## src/rtl/voice_allocator_pkg.sv

```systemverilog
// Shared encodings and helpers for the four-voice allocator.
// Voice-state values are fixed so they match the wave generator's view of a voice.
package voice_allocator_pkg;

   localparam int NUM_VOICES_DEF = 4;
   localparam int INCR_W         = 24;
   localparam int NOTE_W         = 7;

   typedef enum logic [1:0] {
      V_IDLE      = 2'd0,
      V_ACTIVE    = 2'd1,
      V_RELEASING = 2'd2
   } voice_state_e;

   typedef enum logic [1:0] {
      FSM_READY = 2'd0,
      FSM_STEAL = 2'd1,
      FSM_PANIC = 2'd2
   } ctrl_state_e;

   function automatic logic is_busy(input voice_state_e s);
      return (s != V_IDLE);
   endfunction

endpackage

```

## src/rtl/voice_allocator_prio_pick4.sv

```systemverilog
// Lowest-index one-hot picker over a 4-bit candidate mask, with a found flag.
module prio_pick4 (
   input  logic [3:0] i_mask,
   output logic [3:0] o_onehot,
   output logic       o_found
);

   // Two's-complement trick isolates the lowest set bit.
   assign o_onehot = i_mask & (~i_mask + 4'd1);
   assign o_found  = |i_mask;

endmodule

```

## src/rtl/voice_allocator.sv

```systemverilog
// Schedules note-on/note-off requests onto four voices: free-voice pick, retrigger,
// steal (releasing first, then round-robin), release, finish and panic handling.
module voice_allocator
   import voice_allocator_pkg::*;
#(
   parameter int NUM_VOICES = NUM_VOICES_DEF
) (
   input  logic                         clk,
   input  logic                         rst,
   input  logic                         req_valid,
   output logic                         req_ready,
   input  logic                         req_on,
   input  logic [NOTE_W-1:0]            req_note,
   input  logic [INCR_W-1:0]            req_increment,
   input  logic                         panic,
   input  logic [NUM_VOICES-1:0]        note_finished,
   output logic [INCR_W*NUM_VOICES-1:0] increment,
   output logic [NUM_VOICES-1:0]        note_start,
   output logic [NUM_VOICES-1:0]        note_release,
   output logic [NUM_VOICES-1:0]        note_reset,
   output logic [NUM_VOICES-1:0]        voice_busy,
   output logic                         req_dropped
);

   ctrl_state_e          r_fsm, w_fsm_nxt;
   voice_state_e         r_vstate     [NUM_VOICES];
   voice_state_e         w_vstate_nxt [NUM_VOICES];
   logic [NOTE_W-1:0]    r_note       [NUM_VOICES];
   logic [INCR_W-1:0]    r_incr       [NUM_VOICES];
   logic [1:0]           r_sp, w_sp_nxt;
   logic [3:0]           r_steal_oh, w_steal_oh_nxt;
   logic [NOTE_W-1:0]    r_steal_note;
   logic [INCR_W-1:0]    r_steal_incr;

   logic                 r_req_ready;
   logic [3:0]           r_note_start, r_note_release, r_note_reset, r_voice_busy;
   logic                 r_req_dropped;

   logic                 w_accept;
   logic [3:0]           w_idle_mask, w_rel_mask, w_match_mask, w_busy_cur;
   logic [3:0]           w_idle_oh, w_rel_oh, w_match_oh;
   logic                 w_idle_found, w_rel_found, w_match_found;
   logic [3:0]           w_start, w_release, w_reset, w_victim;
   logic                 w_dropped, w_do_steal, w_capture;
   logic [NOTE_W-1:0]    w_load_note;
   logic [INCR_W-1:0]    w_load_incr;

   assign w_accept = req_valid & r_req_ready & ~panic;

   always_comb begin
      for (int v = 0; v < NUM_VOICES; v++) begin
         w_idle_mask[v]  = (r_vstate[v] == V_IDLE);
         w_rel_mask[v]   = (r_vstate[v] == V_RELEASING);
         w_match_mask[v] = (r_vstate[v] == V_ACTIVE) && (r_note[v] == req_note);
         w_busy_cur[v]   = is_busy(r_vstate[v]);
      end
   end

   prio_pick4 u_pick_idle  (.i_mask(w_idle_mask),  .o_onehot(w_idle_oh),  .o_found(w_idle_found));
   prio_pick4 u_pick_rel   (.i_mask(w_rel_mask),   .o_onehot(w_rel_oh),   .o_found(w_rel_found));
   prio_pick4 u_pick_match (.i_mask(w_match_mask), .o_onehot(w_match_oh), .o_found(w_match_found));

   // NOTE: every signal gets a default first so no path through the block infers a latch.
   always_comb begin
      w_fsm_nxt      = r_fsm;
      w_sp_nxt       = r_sp;
      w_steal_oh_nxt = r_steal_oh;
      w_capture      = 1'b0;
      w_start        = '0;
      w_release      = '0;
      w_reset        = '0;
      w_victim       = '0;
      w_do_steal     = 1'b0;
      w_dropped      = 1'b0;
      w_load_note    = req_note;
      w_load_incr    = req_increment;
      for (int v = 0; v < NUM_VOICES; v++)
         w_vstate_nxt[v] = (note_finished[v] && is_busy(r_vstate[v])) ? V_IDLE : r_vstate[v];

      if (panic) begin
         w_fsm_nxt = FSM_PANIC;
         w_sp_nxt  = 2'd0;
         if (r_fsm != FSM_PANIC)
            w_reset = w_busy_cur;
         for (int v = 0; v < NUM_VOICES; v++)
            w_vstate_nxt[v] = V_IDLE;
      end else begin
         case (r_fsm)
            FSM_READY: begin
               if (w_accept) begin
                  if (req_on) begin
                     if (w_match_found) begin
                        w_victim   = w_match_oh;
                        w_do_steal = 1'b1;
                     end else if (w_idle_found) begin
                        w_start = w_idle_oh;
                     end else if (w_rel_found) begin
                        w_victim   = w_rel_oh;
                        w_do_steal = 1'b1;
                     end else begin
                        w_victim   = 4'b0001 << r_sp;
                        w_do_steal = 1'b1;
                        w_sp_nxt   = r_sp + 2'd1;
                     end
                  end else if (w_match_found) begin
                     w_release = w_match_oh;
                  end else begin
                     w_dropped = 1'b1;
                  end
               end
            end
            FSM_STEAL: begin
               w_start     = r_steal_oh;
               w_load_note = r_steal_note;
               w_load_incr = r_steal_incr;
               w_fsm_nxt   = FSM_READY;
            end
            default: w_fsm_nxt = FSM_READY;
         endcase

         if (w_do_steal) begin
            w_reset        = w_victim;
            w_steal_oh_nxt = w_victim;
            w_capture      = 1'b1;
            w_fsm_nxt      = FSM_STEAL;
         end

         // A start overrides a finish reported for the same voice in the same cycle.
         for (int v = 0; v < NUM_VOICES; v++) begin
            if (w_release[v]) w_vstate_nxt[v] = V_RELEASING;
            if (w_start[v])   w_vstate_nxt[v] = V_ACTIVE;
         end
      end
   end

   // NOTE: the per-voice note/increment arrays are reset too, since increment must read 0 after reset.
   always_ff @(posedge clk or posedge rst) begin
      if (rst) begin
         r_fsm          <= FSM_READY;
         r_sp           <= 2'd0;
         r_steal_oh     <= '0;
         r_steal_note   <= '0;
         r_steal_incr   <= '0;
         r_req_ready    <= 1'b0;
         r_note_start   <= '0;
         r_note_release <= '0;
         r_note_reset   <= '0;
         r_voice_busy   <= '0;
         r_req_dropped  <= 1'b0;
         for (int v = 0; v < NUM_VOICES; v++) begin
            r_vstate[v] <= V_IDLE;
            r_note[v]   <= '0;
            r_incr[v]   <= '0;
         end
      end else begin
         r_fsm          <= w_fsm_nxt;
         r_sp           <= w_sp_nxt;
         r_steal_oh     <= w_steal_oh_nxt;
         r_req_ready    <= (w_fsm_nxt == FSM_READY) && !panic;
         r_note_start   <= w_start;
         r_note_release <= w_release;
         r_note_reset   <= w_reset;
         r_req_dropped  <= w_dropped;
         if (w_capture) begin
            r_steal_note <= req_note;
            r_steal_incr <= req_increment;
         end
         for (int v = 0; v < NUM_VOICES; v++) begin
            r_vstate[v]     <= w_vstate_nxt[v];
            r_voice_busy[v] <= is_busy(w_vstate_nxt[v]);
            if (w_start[v]) begin
               r_incr[v] <= w_load_incr;
               r_note[v] <= w_load_note;
            end
         end
      end
   end

   always_comb begin
      for (int v = 0; v < NUM_VOICES; v++)
         increment[INCR_W*v +: INCR_W] = r_incr[v];
   end

   assign req_ready    = r_req_ready;
   assign note_start   = r_note_start;
   assign note_release = r_note_release;
   assign note_reset   = r_note_reset;
   assign voice_busy   = r_voice_busy;
   assign req_dropped  = r_req_dropped;

endmodule

```

## config.mk

```make
export PLATFORM = sky130hd
export DESIGN_NAME = voice_allocator
export DESIGN_NICKNAME = d
export VERILOG_FILES = /design/src/rtl/voice_allocator_pkg.sv /design/src/rtl/voice_allocator_prio_pick4.sv /design/src/rtl/voice_allocator.sv
export SDC_FILE = /design/constraint.sdc
export NUM_CORES = 1
export LEC_CHECK = 0
export ABC_AREA = 1
export ABC_CLOCK_PERIOD_IN_PS = 6670
export BUFFER_PORTS_ARGS = -buffer_cell sky130_fd_sc_hd__buf_2
export CORE_MARGIN = 1
export CORE_UTILIZATION = 56
export CTS_BUF_LIST = sky130_fd_sc_hd__clkbuf_16
export CTS_CLUSTER_SIZE = 24
export DETAILED_ROUTE_END_ITERATION = 8
export PLACE_DENSITY = 0.9
export SYNTH_ARGS = -nofsm -noshare
export SYNTH_HDL_FRONTEND = slang
export SYNTH_SLANG_ARGS = --single-unit
```

## constraint.sdc

```tcl
create_clock -name clk -period 6.67 [get_ports clk]
set_input_delay 0 -clock clk [delete_from_list [all_inputs] [get_ports clk]]
set_output_delay 0 -clock clk [all_outputs]
set_load 0.02 [all_outputs]
```

Word-level counts from Yosys, hierarchy flattened:

Index checks and enable logic that the tools add are counted.

* flip-flop bits (word level): 189
* input bits: 40
* logic and storage cells: 148

* add/subtract/negate cells: 4
* equality and inequality tests: 17
* shift operators: 1
* mux-type cells: 62
* bitwise operators: 9
* reductions and logical operators: 32

Operator list (count)
* 2-to-1 mux 4 bit: 21
* 2-to-1 mux 24 bit: 2
* 2-to-1 mux 2 bit: 22
* == test 7 bit: 4
* nonzero test 2 bit: 11
* 2-to-1 mux 7 bit: 2
* 2-to-1 mux 1 bit: 13
* adder 4 x 1 -> 4 bit, second input constant: 3
* bitwise AND 4 bit: 3
* logical NOT 2 bit: 6
* inverter 4 bit: 3
* OR reduction 4 bit: 3
* == test 2 x 1 -> 1 bit, second input constant: 5
* logical AND 1 bit: 9
* == test 2 bit, second input constant: 4
* 2-to-1 mux 8 bit: 1
* inequality test 2 bit, second input constant: 4
* one-hot mux 4 bit (2 select lines): 1
* AND reduction 6 bit: 1
* << shifter 1 x 2 -> 4 bit, first input constant: 1
* adder 2 x 1 -> 2 bit, second input constant: 1
* bitwise AND 1 bit: 2
* AND reduction 2 bit: 1
* logical NOT 1 bit: 1
* inverter 1 bit: 1

Logic depth before layout (Yosys ltp):

* word-level depth: 14
* mapped depth: 15

Hierarchy:

Synthesis repeated with hierarchy kept, for this count alone.

* cell total of the unflattened synthesis: 1057
* area, all modules: 8699.6 µm²

Modules (own cells, without submodules)
* voice_allocator: instances 1, cells an instance 1027, area each 8560.7 µm²
* prio_pick4: instances 3, cells an instance 10, area each 46.3 µm²

Least setup slack after synthesis:

Ideal clock, no wire load.

* path type: reg2reg
* start point: reg r_req_ready, in the netlist req_ready
* end point: reg r_incr (netlist bit increment[75])
* arrival time: 1.568 ns
* required time: 6.553 ns
* setup slack: 4.985 ns
* cell stages (with the launch flop): 11
* period minus slack after synthesis: 1.685 ns
* cell sequence: dfrtp_1 nand2_1 nor2_1 nand3_1 nor4_1 nand3_1 nand2_2 nand2_2 buf_2 nand2_1 nand2_1

* longest elaborated chain between the ends: 6

Ends and longest elaborated chain
* from (decl): RTL line voice_allocator.sv:35 `logic r_req_ready;`
* from (signal assigned): RTL line voice_allocator.sv:159 `r_req_ready <= (w_fsm_nxt == FSM_READY) && !panic;`
* bitwise AND 1 bit (2 in series): RTL line voice_allocator.sv:48 `assign w_accept = req_valid & r_req_ready & ~panic;`
* 2-to-1 mux 4 bit: RTL line voice_allocator.sv:90 `if (w_accept) begin`
* one-hot mux 4 bit (2 select lines): RTL line voice_allocator.sv:88 `case (r_fsm)`
* 2-to-1 mux 4 bit (2 in series): RTL line voice_allocator.sv:80 `if (panic) begin`
* to (signal, indexed assignment): RTL line voice_allocator.sv:172 `r_incr[v] <= w_load_incr;`
* to (decl): RTL line voice_allocator.sv:29 `logic [INCR_W-1:0] r_incr [NUM_VOICES];`

Every way passes these cells. The select of a mux whose other input is x is not followed.
A chain may end at the register's enable or synchronous reset.

Final worst setup path:

* start point: in panic
* end point: reg r_incr (netlist bit increment[54])

* longest elaborated chain between the ends: 6
* elaborated cells on any way between the ends: 7
* classes of those cells: mux: 5; bitwise: 2

Ends and longest elaborated chain
* from (decl): RTL line voice_allocator.sv:15 `input logic panic,`
* inverter 1 bit (no source line)
* bitwise AND 1 bit: RTL line voice_allocator.sv:48
* 2-to-1 mux 4 bit: RTL line voice_allocator.sv:90
* one-hot mux 4 bit (2 select lines): RTL line voice_allocator.sv:88
* 2-to-1 mux 4 bit (2 in series): RTL line voice_allocator.sv:80

Parallel ways exist; a longest one is shown, timed or not. The select of a mux whose other input is x is not followed.

==> results.md <==
- Vias in the first global route: 7825
- Initial Util: 57.8%
- Final hold slack: 0.0262 ns
- Area contributors post-synth: dfrtp_1, nand2_1, nand3_1
- TritonCTS Buffers: 17
- Drt pass-1 iters: 6
- Synth area leader: dfrtp_1
- Slew Viols, Final: 0
- Placed cell count: 1454
- Top Ports: 154
- Starting DRC count in detailed routing: 822
- Worst Reg2Reg Path Length in Cells: 8
- Area share of the largest cell type after synthesis: 53.5%
- Least-Margin Pin Slew: 1.12 ns
- Reg-to-Reg End: increment[54]$_DFFE_PP0P_
- Syn avg cell area: 7.77 um2
- Total Wirelength: 24.4 mm
- Via count: 8297
- Slowest stage delay, CP: 0.74 ns
- Total number of yosys warnings: 0
- Clock Sink Count: 189
- Initial antenna violation count: 0
- Per-cell routed wire length: 16.0 um
- DRC Markers: 0
- Final Setup Violations: 0
- Worst r2r src: r_fsm[1]$_DFF_PP0_
- Critical path required time: 6.99 ns
- Crit path max fanout: 73
- Final Non-Filler Cells: 1523
- Final WS setup: 3.25 ns
- Crit start category: input port
- Worst Setup SP: panic
- Power Density: 250 nW/um2
- Clock tree root driver cell: clkbuf_16
- CP max-delay cell: nand2_2
- Fmax: 292 MHz
- I/O Buffers: 153
- Setup TNS: 0 ns
- Maxcap violations: 0
- Worst path cell trace: dlygate4sd3_1, buf_2, inv_4, nand3_1, nor3_1, nand3_1, nand2_2, nand2_2, nand2_1, nand2_1
- WS Path Type: in2reg
- Hold Path Class: in2reg
- Most common cell in the netlist: nand2_1
- Cell variety after synth: 31
- Largest net degree at the start of global routing: 112
- CP Data Arrival Time: 3.75 ns
- Pleak: 0.00615 uW
- Max VDD drop: 0.209 mV
- Area of the core: 15300 um2
- Die Wd: 128 um
- Clock buffer depth: 2
- First-pass GRT wire length: 39.6 mm
- Row cnt: 45
- Post-DP HPWL: 14.6 mm
- Outcome: finished clean
- Number of synthesized flops with an enable pin: 0
- CTS tree: yes
- Net Count, Synth: 1183
- Ant. Diodes: 0
- #FFs+latches synth: 189
- Clock-pin slew on the worst setup and hold paths: 0.07 ns
- Routability Congestion: 0.930
- Die ar.: 16300 um2
- Synth-to-layout area growth: 19.7%
- Max-slew headroom: 25.1%
- Post-synth top cells: nand2_1, dfrtp_1, nand3_1
- Layout Nets: 1343
- Skew final: 0.0166 ns
- Syn Inst Count: 1139
- Final Critical Period: 3.42 ns
- Element type at the critical path end: register
- Worst skew pair latency: 0.45 ns
- Mapped Area: 8850 um2
- Setup WS pre-CTS: 3.54 ns
- Async set or reset register ratio after synthesis: 100%
- Vias per cell: 5.45
- Commonest register cell after synthesis: dfrtp_1
- Register area share after synthesis: 53.5%
- Layout cells sized above 1: 16.5%
- Crit share post-route: 51.3%
- RSZ-0062 raised after global routing: false
- Gr usage total: 31.4%
- Die Ht: 128 um
- Internal reg-to-reg setup slack: 3.47 ns
- H-tree depth: 4
- Final hold violations: 0
- Last element of the critical path: increment[54]$_DFFE_PP0P_
- Post-DRT Antenna Nets: 0
- Final global-route overflow total: 0
-- power by group --
group | total (uW) | switching [uW] | internal, uW
Combinational | 338 | 229 | 109
Clock | 1050 | 482 | 566
Sequential | 1260 | 49.0 | 1220
Total | 2650 | 760 | 1890
-- layout by cell type (no fill, tap or decap), types with 2 or more instances in the layout --
cell / instances
nand3b_1: 2
o21ai_0: 39
bufinv_16: 2
nand2_2: 12
inv_6: 4
clkinv_8: 2
dfrtp_1: 189
a21oi_1: 38
nand2_4: 3
clkbuf_16: 17
clkinv_2: 2
inv_2: 7
inv_8: 3
nor2_2: 2
dlygate4sd3_1: 37
buf_2: 153
inv_1: 103
nand2_1: 434
nand4_1: 7
ha_1: 4
buf_4: 3
nor4_1: 2
nand3_1: 145
nor2_1: 87
o22ai_1: 2
-- per-layer routing --
| metal | global-route usage (%) | vias up | part of all wire, % |
|---|---|---|---|
| met3 | 6.26 | 61 | 9.1 |
| li1 | - | 3869 | - |
| met5 | 0 | - | 0 |
| met1 | 43.5 | 3906 | 42 |
| met4 | 13.5 | 0 | 2.5 |
| met2 | 48.7 | 461 | 47 |
-- critical path, delay by kind of cell --
family | cells | cell delay [ns]
buffers and inverters | 3 | 1.25
and+or+nand+nor | 7 | 2.48
-- what timing repair did --
| action | 4_1_cts | 5_1_grt |
|---|---|---|
| hold buffers | 37 | 0 |
| setup buffers | 0 | 0 |
| hold endpoints to repair | 169 | 0 |
| resized for setup | 0 | 0 |
-- final cells by class --
class,count,area [um2]
Fill cell,1181,4720
Sequential cell,189,4730
Inverter,112,430
Timing Repair Buffer,193,1160
Clock buffer,17,425
Multi-Input combinational cell,786,3400
Clock inverter,15,180
Tap cell,211,264
-- flip-flops by register name, indices dropped and copies added, names as in the netlist --
name	cells
note_start	4
r_steal_incr	24
note_release	4
req_ready	1
r_steal_note	7
increment	96
r_note	28
r_vstate	8
r_fsm	2
voice_busy	4
note_reset	4
req_dropped	1
r_steal_oh	4
r_sp	2
-- how the worst min path moves through the flow --
stage,to,start,depth (start not counted),slack (ns)
2_1_floorplan,r_sp[1]$_DFFE_PP0P_,panic,1,0.06
3_3_place_gp,increment[67]$_DFFE_PP0P_,rst,2,0.20
3_5_place_dp,increment[67]$_DFFE_PP0P_,rst,2,0.20
4_1_cts,r_vstate[1]$_DFF_PP0_,note_finished[3],6,0.009
5_1_grt,r_vstate[1]$_DFF_PP0_,note_finished[3],6,0.09
6_report,r_vstate[1]$_DFF_PP0_,note_finished[3],6,0.03
-- per-stage QoR --
stage | area [um2] | util (%) | power (uW)
floorplan | 8850 | - | 1480
global placement | 9620 | 62.8 | 1590
detailed placement | 9620 | 62.8 | 1600
CTS | 10600 | 69.2 | 2650
global route | 10600 | 69.2 | 2740
finish | 10600 | 69.2 | 2650
-- logic make-up after synthesis --
family                     Yosys count  share of synthesized area [%]
and+or+nand+nor                    697                           32.7
DFF                                189                           53.5
buffers and inverters              164                           8.10
AOI/OAI and AO/OA                   84                           5.03
adders and majority gates            4                          0.566
xor gates and xnor gates             1                         0.0990
No activity file was read; power rests on OpenSTA's default activity.
